## src/rtl/driver_mon_pkg.sv

```systemverilog
// rtl/driver_mon_pkg.sv - shared types, register map and helpers for driver_monitor_mc
package driver_mon_pkg;

    // Run-control state; the encoding is what CTRL reads back
    typedef enum logic [1:0] {
        ST_IDLE = 2'd0,
        ST_RUN  = 2'd1,
        ST_DONE = 2'd2
    } state_t;

    // Register word indexes (byte address bits [9:2])
    localparam logic [7:0] REG_CTRL   = 8'h00;
    localparam logic [7:0] REG_STATUS = 8'h01;
    localparam logic [7:0] REG_CYCLE  = 8'h02;
    localparam logic [7:0] REG_OCC    = 8'h04;
    localparam logic [7:0] REG_EVT    = 8'h40;
    localparam logic [7:0] REG_SNAP   = 8'h80;

    // CTRL command bits
    localparam int CTRL_START = 0;
    localparam int CTRL_STOP  = 1;
    localparam int CTRL_CLEAR = 2;

    function automatic int num_bins(input int max_cycles, input int bin_range);
        return max_cycles / bin_range;
    endfunction

endpackage

```

## src/rtl/driver_mon_chan.sv

```systemverilog
// rtl/driver_mon_chan.sv - per-channel occupancy tracker with event and snapshot bins
module driver_mon_chan #(
    parameter int CNT_W    = 16,
    parameter int NUM_BINS = 16
) (
    input  logic             clk,
    input  logic             reset,
    input  logic             clear,
    input  logic             run,
    input  logic             wr,
    input  logic             rd,
    input  logic             snap,
    input  logic [3:0]       bin_idx,
    input  logic [3:0]       sel_bin,
    output logic [CNT_W-1:0] occupancy,
    output logic             overflow,
    output logic             underflow,
    output logic [CNT_W-1:0] event_val,
    output logic [CNT_W-1:0] snap_val
);
    localparam logic [CNT_W-1:0] ALL_ONES = '1;
    localparam logic [CNT_W-1:0] ONE      = {{(CNT_W-1){1'b0}}, 1'b1};

    logic [CNT_W-1:0] occ_next;
    logic             ovf_hit;
    logic             unf_hit;
    logic [CNT_W-1:0] evt_q [NUM_BINS];
    logic [CNT_W-1:0] snp_q [NUM_BINS];

    // Next occupancy: saturate high, clamp low, simultaneous wr+rd cancels
    always_comb begin
        occ_next = occupancy;
        ovf_hit  = 1'b0;
        unf_hit  = 1'b0;
        if (wr && !rd) begin
            if (occupancy == ALL_ONES) ovf_hit = 1'b1;
            else                       occ_next = occupancy + ONE;
        end else if (rd && !wr) begin
            if (occupancy == '0) unf_hit = 1'b1;
            else                 occ_next = occupancy - ONE;
        end
    end

    // Occupancy and sticky flags advance only while the program runs
    always_ff @(posedge clk) begin
        if (reset || clear) begin
            occupancy <= '0;
            overflow  <= 1'b0;
            underflow <= 1'b0;
        end else if (run) begin
            occupancy <= occ_next;
            overflow  <= overflow | ovf_hit;
            underflow <= underflow | unf_hit;
        end
    end

    // Event counts and window-end snapshots for the current bin
    always_ff @(posedge clk) begin
        if (reset || clear) begin
            for (int b = 0; b < NUM_BINS; b++) begin
                evt_q[b] <= '0;
                snp_q[b] <= '0;
            end
        end else if (run) begin
            for (int b = 0; b < NUM_BINS; b++) begin
                if (bin_idx == 4'(b)) begin
                    if (wr && evt_q[b] != ALL_ONES) evt_q[b] <= evt_q[b] + ONE;
                    if (snap) snp_q[b] <= occ_next;
                end
            end
        end
    end

    // Register-bus view of one bin; bins past NUM_BINS read as zero
    always_comb begin
        event_val = '0;
        snap_val  = '0;
        for (int b = 0; b < NUM_BINS; b++) begin
            if (sel_bin == 4'(b)) begin
                event_val = evt_q[b];
                snap_val  = snp_q[b];
            end
        end
    end

endmodule

```

## src/rtl/driver_monitor_mc.sv

```systemverilog
// rtl/driver_monitor_mc.sv - multi-channel FIFO activity monitor with register readout
module driver_monitor_mc
    import driver_mon_pkg::*;
#(
    parameter int NUM_CH        = 4,
    parameter int CNT_W         = 16,
    parameter int BIN_RANGE     = 8,
    parameter int MAX_CYCLE_CNT = 128
) (
    input  logic              clk,
    input  logic              reset,
    input  logic [31:0]       slave_addr,
    input  logic              slave_rd,
    input  logic              slave_wr,
    input  logic [31:0]       slave_data_in,
    output logic [31:0]       slave_data_out,
    output logic              slave_rd_val,
    input  logic [NUM_CH-1:0] ch_fifo_wr,
    input  logic [NUM_CH-1:0] ch_fifo_rd,
    output logic              run_program,
    output logic              active_program,
    output logic              end_program,
    output logic [CNT_W-1:0]  cycle_cnt,
    output logic [NUM_CH-1:0] ch_overflow,
    output logic [NUM_CH-1:0] ch_underflow
);
    localparam int               NUM_BINS   = num_bins(MAX_CYCLE_CNT, BIN_RANGE);
    localparam int               BIN_SH     = $clog2(BIN_RANGE);
    localparam logic [CNT_W-1:0] LAST_CYCLE = CNT_W'(MAX_CYCLE_CNT - 1);
    localparam logic [CNT_W-1:0] WIN_MASK   = CNT_W'(BIN_RANGE - 1);
    localparam logic [CNT_W-1:0] ONE        = {{(CNT_W-1){1'b0}}, 1'b1};

    state_t           state;
    logic [7:0]       word;
    logic             ctrl_wr;
    logic             do_start;
    logic             do_stop;
    logic             do_clear;
    logic             in_run;
    logic             leave_run;
    logic             snap;
    logic [3:0]       bin_idx;
    logic [CNT_W-1:0] occ     [NUM_CH];
    logic [CNT_W-1:0] evt_val [NUM_CH];
    logic [CNT_W-1:0] snp_val [NUM_CH];
    logic [31:0]      status;
    logic [31:0]      rdata;
    logic             unused_bits;

    assign word        = slave_addr[9:2];
    assign unused_bits = ^{slave_addr[31:10], slave_addr[1:0], slave_data_in[31:3]};

    // Each command bit only acts in the one state where it is meaningful
    assign ctrl_wr   = slave_wr && (word == REG_CTRL);
    assign do_start  = ctrl_wr && slave_data_in[CTRL_START] && (state == ST_IDLE);
    assign do_stop   = ctrl_wr && slave_data_in[CTRL_STOP]  && (state == ST_RUN);
    assign do_clear  = ctrl_wr && slave_data_in[CTRL_CLEAR] && (state == ST_DONE);
    assign in_run    = (state == ST_RUN);
    assign leave_run = in_run && ((cycle_cnt == LAST_CYCLE) || do_stop);
    assign snap      = ((cycle_cnt & WIN_MASK) == WIN_MASK) || do_stop;
    assign bin_idx   = 4'(cycle_cnt >> BIN_SH);

    assign run_program    = in_run;
    assign active_program = (state == ST_RUN) || (state == ST_DONE);

    // Run-control FSM and cycle counter; cycle_cnt freezes on the final RUN cycle
    always_ff @(posedge clk) begin
        if (reset) begin
            state       <= ST_IDLE;
            cycle_cnt   <= '0;
            end_program <= 1'b0;
        end else begin
            end_program <= leave_run;
            case (state)
                ST_IDLE: begin
                    if (do_start) begin
                        state     <= ST_RUN;
                        cycle_cnt <= '0;
                    end
                end
                ST_RUN: begin
                    if (leave_run) state     <= ST_DONE;
                    else           cycle_cnt <= cycle_cnt + ONE;
                end
                ST_DONE: begin
                    if (do_clear) begin
                        state     <= ST_IDLE;
                        cycle_cnt <= '0;
                    end
                end
                default: state <= ST_IDLE;
            endcase
        end
    end

    for (genvar c = 0; c < NUM_CH; c++) begin : g_ch
        driver_mon_chan #(
            .CNT_W    (CNT_W),
            .NUM_BINS (NUM_BINS)
        ) u_chan (
            .clk       (clk),
            .reset     (reset),
            .clear     (do_clear),
            .run       (in_run),
            .wr        (ch_fifo_wr[c]),
            .rd        (ch_fifo_rd[c]),
            .snap      (snap),
            .bin_idx   (bin_idx),
            .sel_bin   (word[3:0]),
            .occupancy (occ[c]),
            .overflow  (ch_overflow[c]),
            .underflow (ch_underflow[c]),
            .event_val (evt_val[c]),
            .snap_val  (snp_val[c])
        );
    end

    // STATUS packs overflow in the low half and underflow from bit 16
    always_comb begin
        status = '0;
        for (int c = 0; c < NUM_CH; c++) begin
            status[c]      = ch_overflow[c];
            status[16 + c] = ch_underflow[c];
        end
    end

    // Read mux over the word address; unmapped words and absent channels read zero
    always_comb begin
        rdata = '0;
        if (word == REG_CTRL) begin
            rdata = {30'b0, state};
        end else if (word == REG_STATUS) begin
            rdata = status;
        end else if (word == REG_CYCLE) begin
            rdata = 32'(cycle_cnt);
        end else if (word[7:2] == REG_OCC[7:2]) begin
            for (int c = 0; c < NUM_CH; c++)
                if (word[1:0] == 2'(c)) rdata = 32'(occ[c]);
        end else if (word[7:6] == REG_EVT[7:6]) begin
            for (int c = 0; c < NUM_CH; c++)
                if (word[5:4] == 2'(c)) rdata = 32'(evt_val[c]);
        end else if (word[7:6] == REG_SNAP[7:6]) begin
            for (int c = 0; c < NUM_CH; c++)
                if (word[5:4] == 2'(c)) rdata = 32'(snp_val[c]);
        end
    end

    // One-cycle read pipeline; captures pre-write values on a same-cycle write
    always_ff @(posedge clk) begin
        if (reset) begin
            slave_data_out <= '0;
            slave_rd_val   <= 1'b0;
        end else begin
            slave_rd_val <= slave_rd;
            if (slave_rd) slave_data_out <= rdata;
        end
    end

endmodule

```

## config.mk

```make
export PLATFORM = sky130hd
export DESIGN_NAME = driver_monitor_mc
export DESIGN_NICKNAME = d
export VERILOG_FILES = /design/src/rtl/driver_mon_pkg.sv /design/src/rtl/driver_mon_chan.sv /design/src/rtl/driver_monitor_mc.sv
export SDC_FILE = /design/constraint.sdc
export NUM_CORES = 2
export LEC_CHECK = 0
export CAP_MARGIN = 20
export CORE_AREA = 2 2 628 630
export DETAILED_ROUTE_END_ITERATION = 10
export DIE_AREA = 0 0 630 632
export HOLD_SLACK_MARGIN = 0.12
export MAX_ROUTING_LAYER = met4
export PLACE_DENSITY_LB_ADDON = 0.08
export SYNTH_ARGS = -nofsm -noshare
export SYNTH_HDL_FRONTEND = slang
export SYNTH_SLANG_ARGS = --single-unit
```

## constraint.sdc

```tcl
create_clock -name clk -period 15.2 [get_ports clk]
set_clock_uncertainty 0.2 [all_clocks]
set_input_delay 3.04 -clock clk [delete_from_list [all_inputs] [get_ports clk]]
set_output_delay 3.04 -clock clk [all_outputs]
set_load 0.02 [all_outputs]
```

==> reports/metrics.csv <==
metric,value,unit
swShare,27.64,%
power_frac_comb,9.7,%
hold_class,reg2reg,
finalSetupViolations,0,
drive_above_1_share,9.737,%
synth.distinct_cells,99,
io_buffer_count,70,
final.fill_count,39850,
fmax,0.1286,GHz
rsz0062_at_grt,false,
post_cts_buffers,0,
worst_ep_required_time,15.66,ns
async_flop_share,0,%
dieArea,0.3982,mm²
cts_htree_levels,5,
fin_nets,10680,
routed_wl,570200,µm
drt-initial-drc-count,11820,
ys_ff_latch,2160,
grt_use_met3,4.212,%
grt_usage,28.52,%
fin_setup_tns,0,ns
grt_pass1_wl,763500,µm
slew_viol_final,0,
cts_made_buffers,277,
netlist_area,0.1132,mm²
fin_crit_sh,51.17,%
final_cells,16000,
grt_start_max_net_pins,99,
syn2layout_area_growth,13.87,%
hold_buffers,0,
pwr-share-clk,43.0,%
grt_use_met2,44.64,%
startpoint_type,primary input,
status,"finished, final reports clean",
holdWs,0.2658,ns
die_h,632,µm
pwr-share-seq,47.4,%
globalplace.congestion,0.9270,
critPathKind,in2reg,
vias,91710,
core,0.3914,mm²
maxCapViolCount,0,
antenna_found_initial,68,
arrival,8.24,ns
cts_sinks,2160,
p_leak,42.55,nW
synthFlopType,edfxtp_1,
dpl.cell_count,15460,
peakVddDrop,0.08273,mV
crit_top_cell,buf_4,
grt.overflow.total,0,
tightest_slew,1.211,ns
final_util,32.93,%
power,14.96,mW
synth_cells,10580,
synth_edf_count,2048,
clock_path_buffers,4,
rows,230,
die_w,630,µm
path_clk_slew,0.05,ns
tritoncts,yes,
hpwl,382400,µm
pwr_density_cell,116.1,mW/mm²
met1_usage,36.86,%
seq_area_frac_synth,56.32,%
clk_latency,0.96,ns
yosys_warnings,0,
ant_nets,0,
crit_path_end_kind,flop,
cp_slowest_cell,buf_4,
avgRoutedWirePerCell,35.64,µm
max_stage_delay,0.68,ns
period_minus_slack,7.779,ns
cts_root_buf,clkbuf_16,
final-hold-violation-count,0,
io_pins,136,
drc,0,
intPower,10.82,mW
synth_area_per_cell,10.69,µm²
cp_max_fo,99,
cts_resized,0,
via_per_inst,5.733,
first_pass_iters,9,
grt-busiest-layer,met2,
p_switching,4.135,mW
start_util,28.92,%
grt_pass1_vias,86520,
path_cells,"buf_8, buf_4, nor2_4, buf_4, nand2_1, nor2_1, a31o_4, buf_12, buf_4, buf_4, or2_2, nor2_1",
slew_headroom,17.16,%
## power by group through the flow
stage / Combinational (mW) / Sequential (mW) / Clock [mW]
after floorplan: 0.722 / 7.09 / 0
final: 1.44 / 7.08 / 6.43
after CTS: 1.42 / 7.08 / 6.52
after global routing: 1.48 / 7.11 / 6.73
after detailed placement: 1.41 / 7.20 / 0
after global placement: 1.41 / 7.19 / 0
## flip-flops by register name, indices dropped and copies added (netlist names), 2 cells and up
name,flops
cycle_cnt,16
g_ch.u_chan.evt_q,1024
g_ch.u_chan.occupancy,64
g_ch.u_chan.overflow,4
g_ch.u_chan.snp_q,1024
g_ch.u_chan.underflow,4
slave_data_out,20
state,2
## critical path: cells and delay by family
kind	cells	cell delay [ns]
buf+inv	6	2.62
compound gates	1	0.48
simple gates	5	1.77
## cell usage after synthesis, types with 16 or more instances
library cell	number	share of area (%)
buf_4	37	0.25
a22o_1	36	0.28
a221oi_1	99	0.77
or3_1	51	0.28
buf_1	43	0.14
nor3_1	92	0.41
nor2_1	2219	7.4
o2bb2ai_1	19	0.15
clkbuf_1	456	1.5
inv_1	171	0.57
mux2i_1	152	1.3
a221o_1	26	0.23
o211ai_1	53	0.35
o2111ai_1	31	0.24
o21ai_0	358	1.6
a211oi_1	55	0.36
xor2_1	599	4.6
and4_1	51	0.39
a31oi_1	48	0.27
nand4_1	150	0.83
nor2b_1	49	0.27
a222oi_1	25	0.22
or2_2	53	0.29
nand2_1	771	2.6
dfxtp_1	112	2.0
ha_1	82	0.91
nand3_1	479	2.1
xnor2_1	385	3.0
mux4_2	99	2.0
o31ai_1	16	0.11
a21o_1	19	0.13
and3_1	253	1.4
a22oi_1	163	1.1
a32oi_1	22	0.17
a311o_1	49	0.43
buf_2	204	0.90
edfxtp_1	2048	54
nand2b_1	32	0.18
a21oi_1	405	1.8
nor4_1	26	0.14
and2_1	48	0.27
mux2_2	63	0.63
o22ai_1	115	0.64
o221ai_1	67	0.52
## layout make-up
cell class	instances	area, µm²	area share (%)
Timing Repair Buffer	406	3393	2.633
Antenna cell	44	110.1	0.08544
Inverter	176	675.6	0.5243
Sequential cell	2160	63740	49.46
Multi-Input combinational cell	7500	46010	35.70
Clock buffer	359	7450	5.781
Tap cell	5220	6531	5.068
Clock inverter	131	959.7	0.7447
## through the flow
stage                     instance area, µm²  setup slack, ns
after floorplan                       113200            5.667
after global placement                120200            6.644
after detailed placement              120300            6.619
after CTS                             128700            7.617
after global routing                  128800            7.438
final                                 128900            7.421
## cell families after synthesis
kind of cell | Yosys count | share of synthesized area, %
simple gates | 4343 | 17.06
flops | 2160 | 56.32
compound gates | 1764 | 10.54
xor+xnor | 984 | 7.615
buf+inv | 935 | 3.581
mux | 315 | 3.965
fa+ha+maj | 82 | 0.9066
other cells | 1 | 0.003314
## layer usage
layer | routed length, µm | up-vias | part of all wire [%]
met5 | 0 | - | 0
met4 | 28250 | 0 | 5.0
met3 | 42890 | 942 | 7.5
met2 | 262400 | 4418 | 46
met1 | 236600 | 47900 | 42
li1 | - | 38450 | -
## cells in the final DEF (no fill, tap or decap), types with 99 or more instances in the layout
cell	n
dfxtp_1	112
nand4_1	150
mux2i_1	152
clkbuf_16	285
a21oi_1	405
o22ai_1	115
mux4_2	99
nor2_1	2209
edfxtp_1	2048
nand2_1	749
xor2_1	599
and3_1	253
buf_4	319
inv_1	170
nand3_1	479
xnor2_1	382
a22oi_1	163
a221oi_1	99
o21ai_0	333
## final timing paths
kind                                       end  slack [ns]               start  depth (start not counted)
hold / removal              slave_data_out[19]        0.27  slave_data_out[19]                          2
setup / recovery  g_ch[1].u_chan.evt_q[0][114]        7.42       slave_addr[4]                         12
hold reg to reg             slave_data_out[19]        0.27  slave_data_out[19]                          2
setup reg to reg   g_ch[0].u_chan.snp_q[0][54]       10.55        cycle_cnt[4]                          5
Note: power is estimated with default switching activity, not from simulation.
